===== config.mk =====
export PLATFORM = sky130hd
export DESIGN_NAME = mem_port_arbiter_flat
export DESIGN_NICKNAME = d
export VERILOG_FILES = /design/src/rtl/mem_port_arbiter_if.sv /design/src/rtl/mem_port_arbiter.sv /design/src/flat_wrapper.sv
export SDC_FILE = /design/constraint.sdc
export NUM_CORES = 1
export LEC_CHECK = 0
export ABC_AREA = 0
export BUFFER_PORTS_ARGS = -buffer_cell sky130_fd_sc_hd__buf_4
export CAP_MARGIN = 30
export CORE_AREA = 2 2 205 207
export CTS_CLUSTER_DIAMETER = 60
export DETAILED_ROUTE_END_ITERATION = 6
export DIE_AREA = 0 0 207 209
export MAX_ROUTING_LAYER = met4
export PLACE_DENSITY = 0.52
export SETUP_SLACK_MARGIN = 0.05
export SYNTH_ARGS = -nofsm -noshare
export SYNTH_HDL_FRONTEND = slang
export SYNTH_SLANG_ARGS = --single-unit

===== constraint.sdc =====
create_clock -name clk -period 1.6 [get_ports clk]
set_input_delay 0.48 -clock clk [delete_from_list [all_inputs] [get_ports clk]]
set_output_delay 0.48 -clock clk [all_outputs]
set_load 0.02 [all_outputs]

===== src/rtl/mem_port_arbiter_if.sv =====
// Bundle for the shared memory port: fetch (I) and load/store (D) requesters
// on one side, the single unified memory port on the other.
interface mem_port_arbiter_if #(
  parameter int ADDR_W = 64,
  parameter int DATA_W = 64
);
  logic              i_req;
  logic [ADDR_W-1:0] i_addr;
  logic              i_ack;
  logic [DATA_W-1:0] i_rdata;
  logic              d_req;
  logic              d_we;
  logic [ADDR_W-1:0] d_addr;
  logic [DATA_W-1:0] d_wdata;
  logic              d_ack;
  logic [DATA_W-1:0] d_rdata;
  logic              i_stall;
  logic              d_stall;
  logic              grant_sel;
  logic              mem_req;
  logic              mem_we;
  logic [ADDR_W-1:0] mem_addr;
  logic [DATA_W-1:0] mem_wdata;
  logic [DATA_W-1:0] mem_rdata;
  logic              mem_ack;

  // arbiter side
  modport slave (
    input  i_req, i_addr, d_req, d_we, d_addr, d_wdata, mem_rdata, mem_ack,
    output i_ack, i_rdata, d_ack, d_rdata, i_stall, d_stall, grant_sel,
           mem_req, mem_we, mem_addr, mem_wdata
  );

  // requesters + memory side
  modport master (
    output i_req, i_addr, d_req, d_we, d_addr, d_wdata, mem_rdata, mem_ack,
    input  i_ack, i_rdata, d_ack, d_rdata, i_stall, d_stall, grant_sel,
           mem_req, mem_we, mem_addr, mem_wdata
  );
endinterface


===== src/rtl/mem_port_arbiter.sv =====
// Single-outstanding arbiter for the unified memory port. D wins ties unless
// it has won STARVE_LIMIT times in a row while I was waiting.
module mem_port_arbiter #(
  parameter int ADDR_W       = 64,
  parameter int DATA_W       = 64,
  parameter int STARVE_LIMIT = 4
) (
  input logic               clk,
  input logic               reset,
  mem_port_arbiter_if.slave bus
);

  typedef enum logic [1:0] {IDLE, BUSY_I, BUSY_D} state_t;

  typedef struct packed {
    logic              req;
    logic              we;
    logic [ADDR_W-1:0] addr;
    logic [DATA_W-1:0] wdata;
  } mem_cmd_t;

  state_t            state;
  mem_cmd_t          cmd;
  logic [3:0]        streak;
  logic              grant_q;
  logic              i_ack_q;
  logic              d_ack_q;
  logic [DATA_W-1:0] i_rdata_q;
  logic [DATA_W-1:0] d_rdata_q;

  logic i_elig, d_elig, starve, pick_i, pick_d;
  logic [3:0] streak_inc;

  // A held req is not eligible during its own ack cycle.
  assign i_elig = bus.i_req & ~i_ack_q;
  assign d_elig = bus.d_req & ~d_ack_q;
  assign starve = (streak == 4'(STARVE_LIMIT));
  assign pick_i = i_elig & (~d_elig | starve);
  assign pick_d = d_elig & ~pick_i;

  assign streak_inc = (streak == 4'hF) ? streak : streak + 4'd1;

  always_ff @(posedge clk) begin
    if (reset) begin
      state     <= IDLE;
      cmd       <= '0;
      streak    <= '0;
      grant_q   <= 1'b0;
      i_ack_q   <= 1'b0;
      d_ack_q   <= 1'b0;
      i_rdata_q <= '0;
      d_rdata_q <= '0;
    end else begin
      i_ack_q <= 1'b0;
      d_ack_q <= 1'b0;
      case (state)
        IDLE: begin
          if (pick_i) begin
            state     <= BUSY_I;
            cmd.req   <= 1'b1;
            cmd.we    <= 1'b0;
            cmd.addr  <= bus.i_addr;
            cmd.wdata <= '0;
            grant_q   <= 1'b0;
            streak    <= '0;
          end else if (pick_d) begin
            state     <= BUSY_D;
            cmd.req   <= 1'b1;
            cmd.we    <= bus.d_we;
            cmd.addr  <= bus.d_addr;
            cmd.wdata <= bus.d_wdata;
            grant_q   <= 1'b1;
            // Only count D wins that actually kept I waiting.
            streak    <= bus.i_req ? streak_inc : 4'd0;
          end
        end
        BUSY_I: begin
          if (bus.mem_ack) begin
            state     <= IDLE;
            cmd.req   <= 1'b0;
            i_rdata_q <= bus.mem_rdata;
            i_ack_q   <= 1'b1;
          end
        end
        BUSY_D: begin
          if (bus.mem_ack) begin
            state     <= IDLE;
            cmd.req   <= 1'b0;
            d_rdata_q <= bus.mem_rdata;
            d_ack_q   <= 1'b1;
          end
        end
        default: begin
          state   <= IDLE;
          cmd.req <= 1'b0;
        end
      endcase
    end
  end

  assign bus.mem_req   = cmd.req;
  assign bus.mem_we    = cmd.we;
  assign bus.mem_addr  = cmd.addr;
  assign bus.mem_wdata = cmd.wdata;
  assign bus.grant_sel = grant_q;
  assign bus.i_ack     = i_ack_q;
  assign bus.d_ack     = d_ack_q;
  assign bus.i_rdata   = i_rdata_q;
  assign bus.d_rdata   = d_rdata_q;
  assign bus.i_stall   = bus.i_req & ~i_ack_q;
  assign bus.d_stall   = bus.d_req & ~d_ack_q;

endmodule


===== src/flat_wrapper.sv =====
// flat-port wrapper written by rule: the top's interface ports become plain ports
module mem_port_arbiter_flat 
#(
  parameter int ADDR_W       = 64,
  parameter int DATA_W       = 64,
  parameter int STARVE_LIMIT = 4
)
  (clk, reset, bus_i_req, bus_i_addr, bus_d_req, bus_d_we, bus_d_addr, bus_d_wdata, bus_mem_rdata, bus_mem_ack, bus_i_ack, bus_i_rdata, bus_d_ack, bus_d_rdata, bus_i_stall, bus_d_stall, bus_grant_sel, bus_mem_req, bus_mem_we, bus_mem_addr, bus_mem_wdata);
  mem_port_arbiter_if #(.ADDR_W(ADDR_W), .DATA_W(DATA_W)) bus_i ();
  input logic clk;
  input logic reset;
  input wire logic [$bits(bus_i.i_req)-1:0] bus_i_req;
  input wire logic [$bits(bus_i.i_addr)-1:0] bus_i_addr;
  input wire logic [$bits(bus_i.d_req)-1:0] bus_d_req;
  input wire logic [$bits(bus_i.d_we)-1:0] bus_d_we;
  input wire logic [$bits(bus_i.d_addr)-1:0] bus_d_addr;
  input wire logic [$bits(bus_i.d_wdata)-1:0] bus_d_wdata;
  input wire logic [$bits(bus_i.mem_rdata)-1:0] bus_mem_rdata;
  input wire logic [$bits(bus_i.mem_ack)-1:0] bus_mem_ack;
  output wire logic [$bits(bus_i.i_ack)-1:0] bus_i_ack;
  output wire logic [$bits(bus_i.i_rdata)-1:0] bus_i_rdata;
  output wire logic [$bits(bus_i.d_ack)-1:0] bus_d_ack;
  output wire logic [$bits(bus_i.d_rdata)-1:0] bus_d_rdata;
  output wire logic [$bits(bus_i.i_stall)-1:0] bus_i_stall;
  output wire logic [$bits(bus_i.d_stall)-1:0] bus_d_stall;
  output wire logic [$bits(bus_i.grant_sel)-1:0] bus_grant_sel;
  output wire logic [$bits(bus_i.mem_req)-1:0] bus_mem_req;
  output wire logic [$bits(bus_i.mem_we)-1:0] bus_mem_we;
  output wire logic [$bits(bus_i.mem_addr)-1:0] bus_mem_addr;
  output wire logic [$bits(bus_i.mem_wdata)-1:0] bus_mem_wdata;
  assign bus_i.i_req = bus_i_req;
  assign bus_i.i_addr = bus_i_addr;
  assign bus_i.d_req = bus_d_req;
  assign bus_i.d_we = bus_d_we;
  assign bus_i.d_addr = bus_d_addr;
  assign bus_i.d_wdata = bus_d_wdata;
  assign bus_i.mem_rdata = bus_mem_rdata;
  assign bus_i.mem_ack = bus_mem_ack;
  assign bus_i_ack = bus_i.i_ack;
  assign bus_i_rdata = bus_i.i_rdata;
  assign bus_d_ack = bus_i.d_ack;
  assign bus_d_rdata = bus_i.d_rdata;
  assign bus_i_stall = bus_i.i_stall;
  assign bus_d_stall = bus_i.d_stall;
  assign bus_grant_sel = bus_i.grant_sel;
  assign bus_mem_req = bus_i.mem_req;
  assign bus_mem_we = bus_i.mem_we;
  assign bus_mem_addr = bus_i.mem_addr;
  assign bus_mem_wdata = bus_i.mem_wdata;
  mem_port_arbiter #(.ADDR_W(ADDR_W), .DATA_W(DATA_W), .STARVE_LIMIT(STARVE_LIMIT)) u_core (.clk(clk), .reset(reset), .bus(bus_i));
endmodule

==> reports/results.tsv <==
stage	metric	value	unit
outcome	violations	setup timing	
setup_path	end_kind	flip-flop	
clock_network	clk_path_buf_depth	3	
route	wirelength	45500	um
power	ir_worst_vdd	0.773	mV
floorplan	die_area	0.0433	sq mm
placed_design	io_buffers	524	
setup_path	crit_arrival	2.22	ns
floorplan	core_area	0.0413	sq mm
sta	fmax	559	MHz
clock_network	cts.htree.levels	2	
finish	fin_util	46.9	%
flow_run	max-cap-violations	0	
sta	whs	0.200	ns
global_routing	grt_overflow_total	0	
logic_synthesis	postSynthCellCount	1278	
route	route.detailed.wl_per_inst	18.7	um
sta	grt_setup_unrepaired	true	
clock_network	ctsRootBufferMaster	clkbuf_16	
clock_network	clk_latency	0.53	ns
finish	drive_gt1_share	54.5	%
logic_synthesis	synth_top_flop_cell	dfxtp_1	
finish	final_cell_area	0.0194	sq mm
logic_synthesis	synth_edf_count	0	
sta	period_share	112	%
floorplan	die_x	207	um
sta	setup_ws	-0.189	ns
setup_path	setup.worst_path.class	flip-flop to flip-flop	
global_routing	grt_usage	19.8	%
clock_network	cts.clk_slew.worst_paths	0.06	ns
logic_synthesis	synthDistinctLibCells	37	
setup_path	cp_max_fo	9	
route	via_count	11600	
outcome	status	complete, but fails checks	
clock_network	cts_buffers	35	
sta	worst_pin_slew	0.290	ns
route	vias_per_cell	4.76	
logic_synthesis	synth_seq_cells	267	
placed_design	postPlaceCellArea	0.0158	sq mm
setup_path	reg2reg_from	u_core.streak[0]$_SDFFE_PP0P_	
sta	hold_violations	0	
logic_synthesis	synthTopCellsByArea	dfxtp_1 51%, nand2_1 12%, a21oi_1 9.5%	
route	drc_errors	0	
route	drtAntennaViolNets	0	
finish	antennaDiodeCount	0	
finish	final_common_cell	buf_4	
global_routing	grt_pass1_wl	65900	um
floorplan	start_util	25.2	%
global_routing	grt_max_degree	55	
clock_network	cts_tree	yes	
clock_network	cts.sinks	267	
min_path	hp-class	input port to flip-flop	
logic_synthesis	synth_area	0.0104	sq mm
setup_path	required	2.03	ns
logic_synthesis	async_flop_share	0	%
route	drt-initial-drc-count	605	
logic_synthesis	ys_warn_count	0	
power	p_leak	7.97	nW
sta	slew_headroom	80.5	%
placed_design	dpl_worst_slack	-0.289	ns
finish	final_nets	2141	
sta	layout_min_cycle_time	1.79	ns
placed_design	dp_hpwl	30200	um
power	power.density	1100	mW/mm^2
setup_path	startpoint	u_core.streak[0]$_SDFFE_PP0P_	
logic_synthesis	synth_top_area_share	51.4	%
floorplan	fp.dieH	209	um
logic_synthesis	synth_top_area_cell	dfxtp_1	
logic_synthesis	syn-num-nets	1545	
sta	setup_viol	139	
global_routing	antenna_found_initial	0	
setup_path	startpoint_type	flip-flop	
floorplan	rows	75	
placed_design	finalWeightedCongestion	0.849	
logic_synthesis	synth_seq_area_share	51.4	%
finish	mostFrequentLayoutCells	530 x buf_4, 323 x nand2_1, 206 x dfxtp_1	
global_routing	grt_pass1_vias	11200	
finish	area_growth	86.0	%
floorplan	io_pins	525	
sta	slew_viol_final	0	
sta	finalClockSkew	0.0145	ns
power	power	21.3	mW
min_path	min_from	bus_d_wdata[3]	
route	drtPass1Iterations	5	
logic_synthesis	avgSynthCellArea	8.14	sq um
through the flow:
step           setup TNS [ns]  cells
5_1_grt                -24.33   2433
2_1_floorplan               0   1278
3_3_place_gp           -25.11   2320
3_5_place_dp           -28.96   2320
4_1_cts                -16.42   2418
6_report               -15.18   2433
report_power, final:
group	internal, mW	total [mW]	switching, mW
sequential	7.21	7.53	0.318
combinational	2.82	5.96	3.14
clock	4.73	7.77	3.04
total	14.8	21.3	6.49
timing repair:
| action | CTS | global route |
|---|---|---|
| gates cloned | 11 | 8 |
| gates resized for setup | 136 | 258 |
| buffers inserted | 31 | 13 |
| hold buffers | 0 | 0 |
| pin swaps | 32 | 114 |
| endpoints found under the setup margin | 155 | 228 |
sequential cells by signal (all words and copies together) (netlist names):
signal,cells
u_core.bus.d_rdata,64
u_core.state,2
u_core.bus.mem_req,1
u_core.bus.mem_wdata,64
u_core.bus.d_ack,1
u_core.bus.i_ack,1
u_core.bus.grant_sel,1
u_core.bus.mem_addr,64
u_core.streak,4
u_core.bus.mem_we,1
u_core.bus.i_rdata,64
cell usage after synthesis (8+ instances only):
library cell and instances:
buf_2 34, buf_4 8, nor3_2 14, nor2_1 69, nand3_1 69, dfxtp_1 267
nor3_1 114, nor4_2 46, nor4_1 18, clkbuf_1 63, a21oi_1 198, buf_1 9
nand2_1 325
cell type report:
cell class,count,area [sq um]
Clock buffer,47,1040
Fill cell,3930,21900
Sequential cell,267,5420
Tap cell,539,674
Multi-Input combinational cell,886,5740
Inverter,9,43.8
Clock inverter,10,95.1
Timing Repair Buffer,675,6340
worst max-delay path, stage by stage (launching register included):
cell and delay, ns:
dfxtp_2 0.33, inv_2 0.05, ha_4 0.14, nand3b_1 0.18, buf_4 0.15, a21o_4 0.16
buf_12 0.18, clkbuf_16 0.20, nor3_2 0.05, nor4_1 0.25
per-layer routing:
| layer | vias to the layer above | wire length, um | part of all wire, % | GRT usage (%) |
|---|---|---|---|---|
| li1 | 5555 | - | - | - |
| met1 | 5475 | 18200 | 40 | 23.4 |
| met2 | 480 | 22000 | 48 | 31.9 |
| met3 | 77 | 3890 | 8.6 | 6.69 |
| met4 | 0 | 1350 | 3.0 | 6.13 |
| met5 | - | 0 | 0 | - |
cell families after synthesis:
logic type | after synthesis | share of synthesized area (%)
simple gates | 670 | 32.0
flops | 267 | 51.4
compound gates | 211 | 10.7
buf+inv | 125 | 5.35
fa+ha+maj | 5 | 0.601
final timing paths:
check / end / slack [ns] / cells after the start
min: u_core.bus.mem_wdata[3]$_SDFFE_PP0P_ / 0.20 / 3
min reg2reg: u_core.bus.mem_wdata[12]$_SDFFE_PP0P_ / 0.45 / 2
max: u_core.bus.mem_addr[0]$_SDFFE_PP0P_ / -0.19 / 9
max reg2reg: u_core.bus.mem_addr[0]$_SDFFE_PP0P_ / -0.19 / 9
No activity file was read; power rests on OpenSTA's default activity.
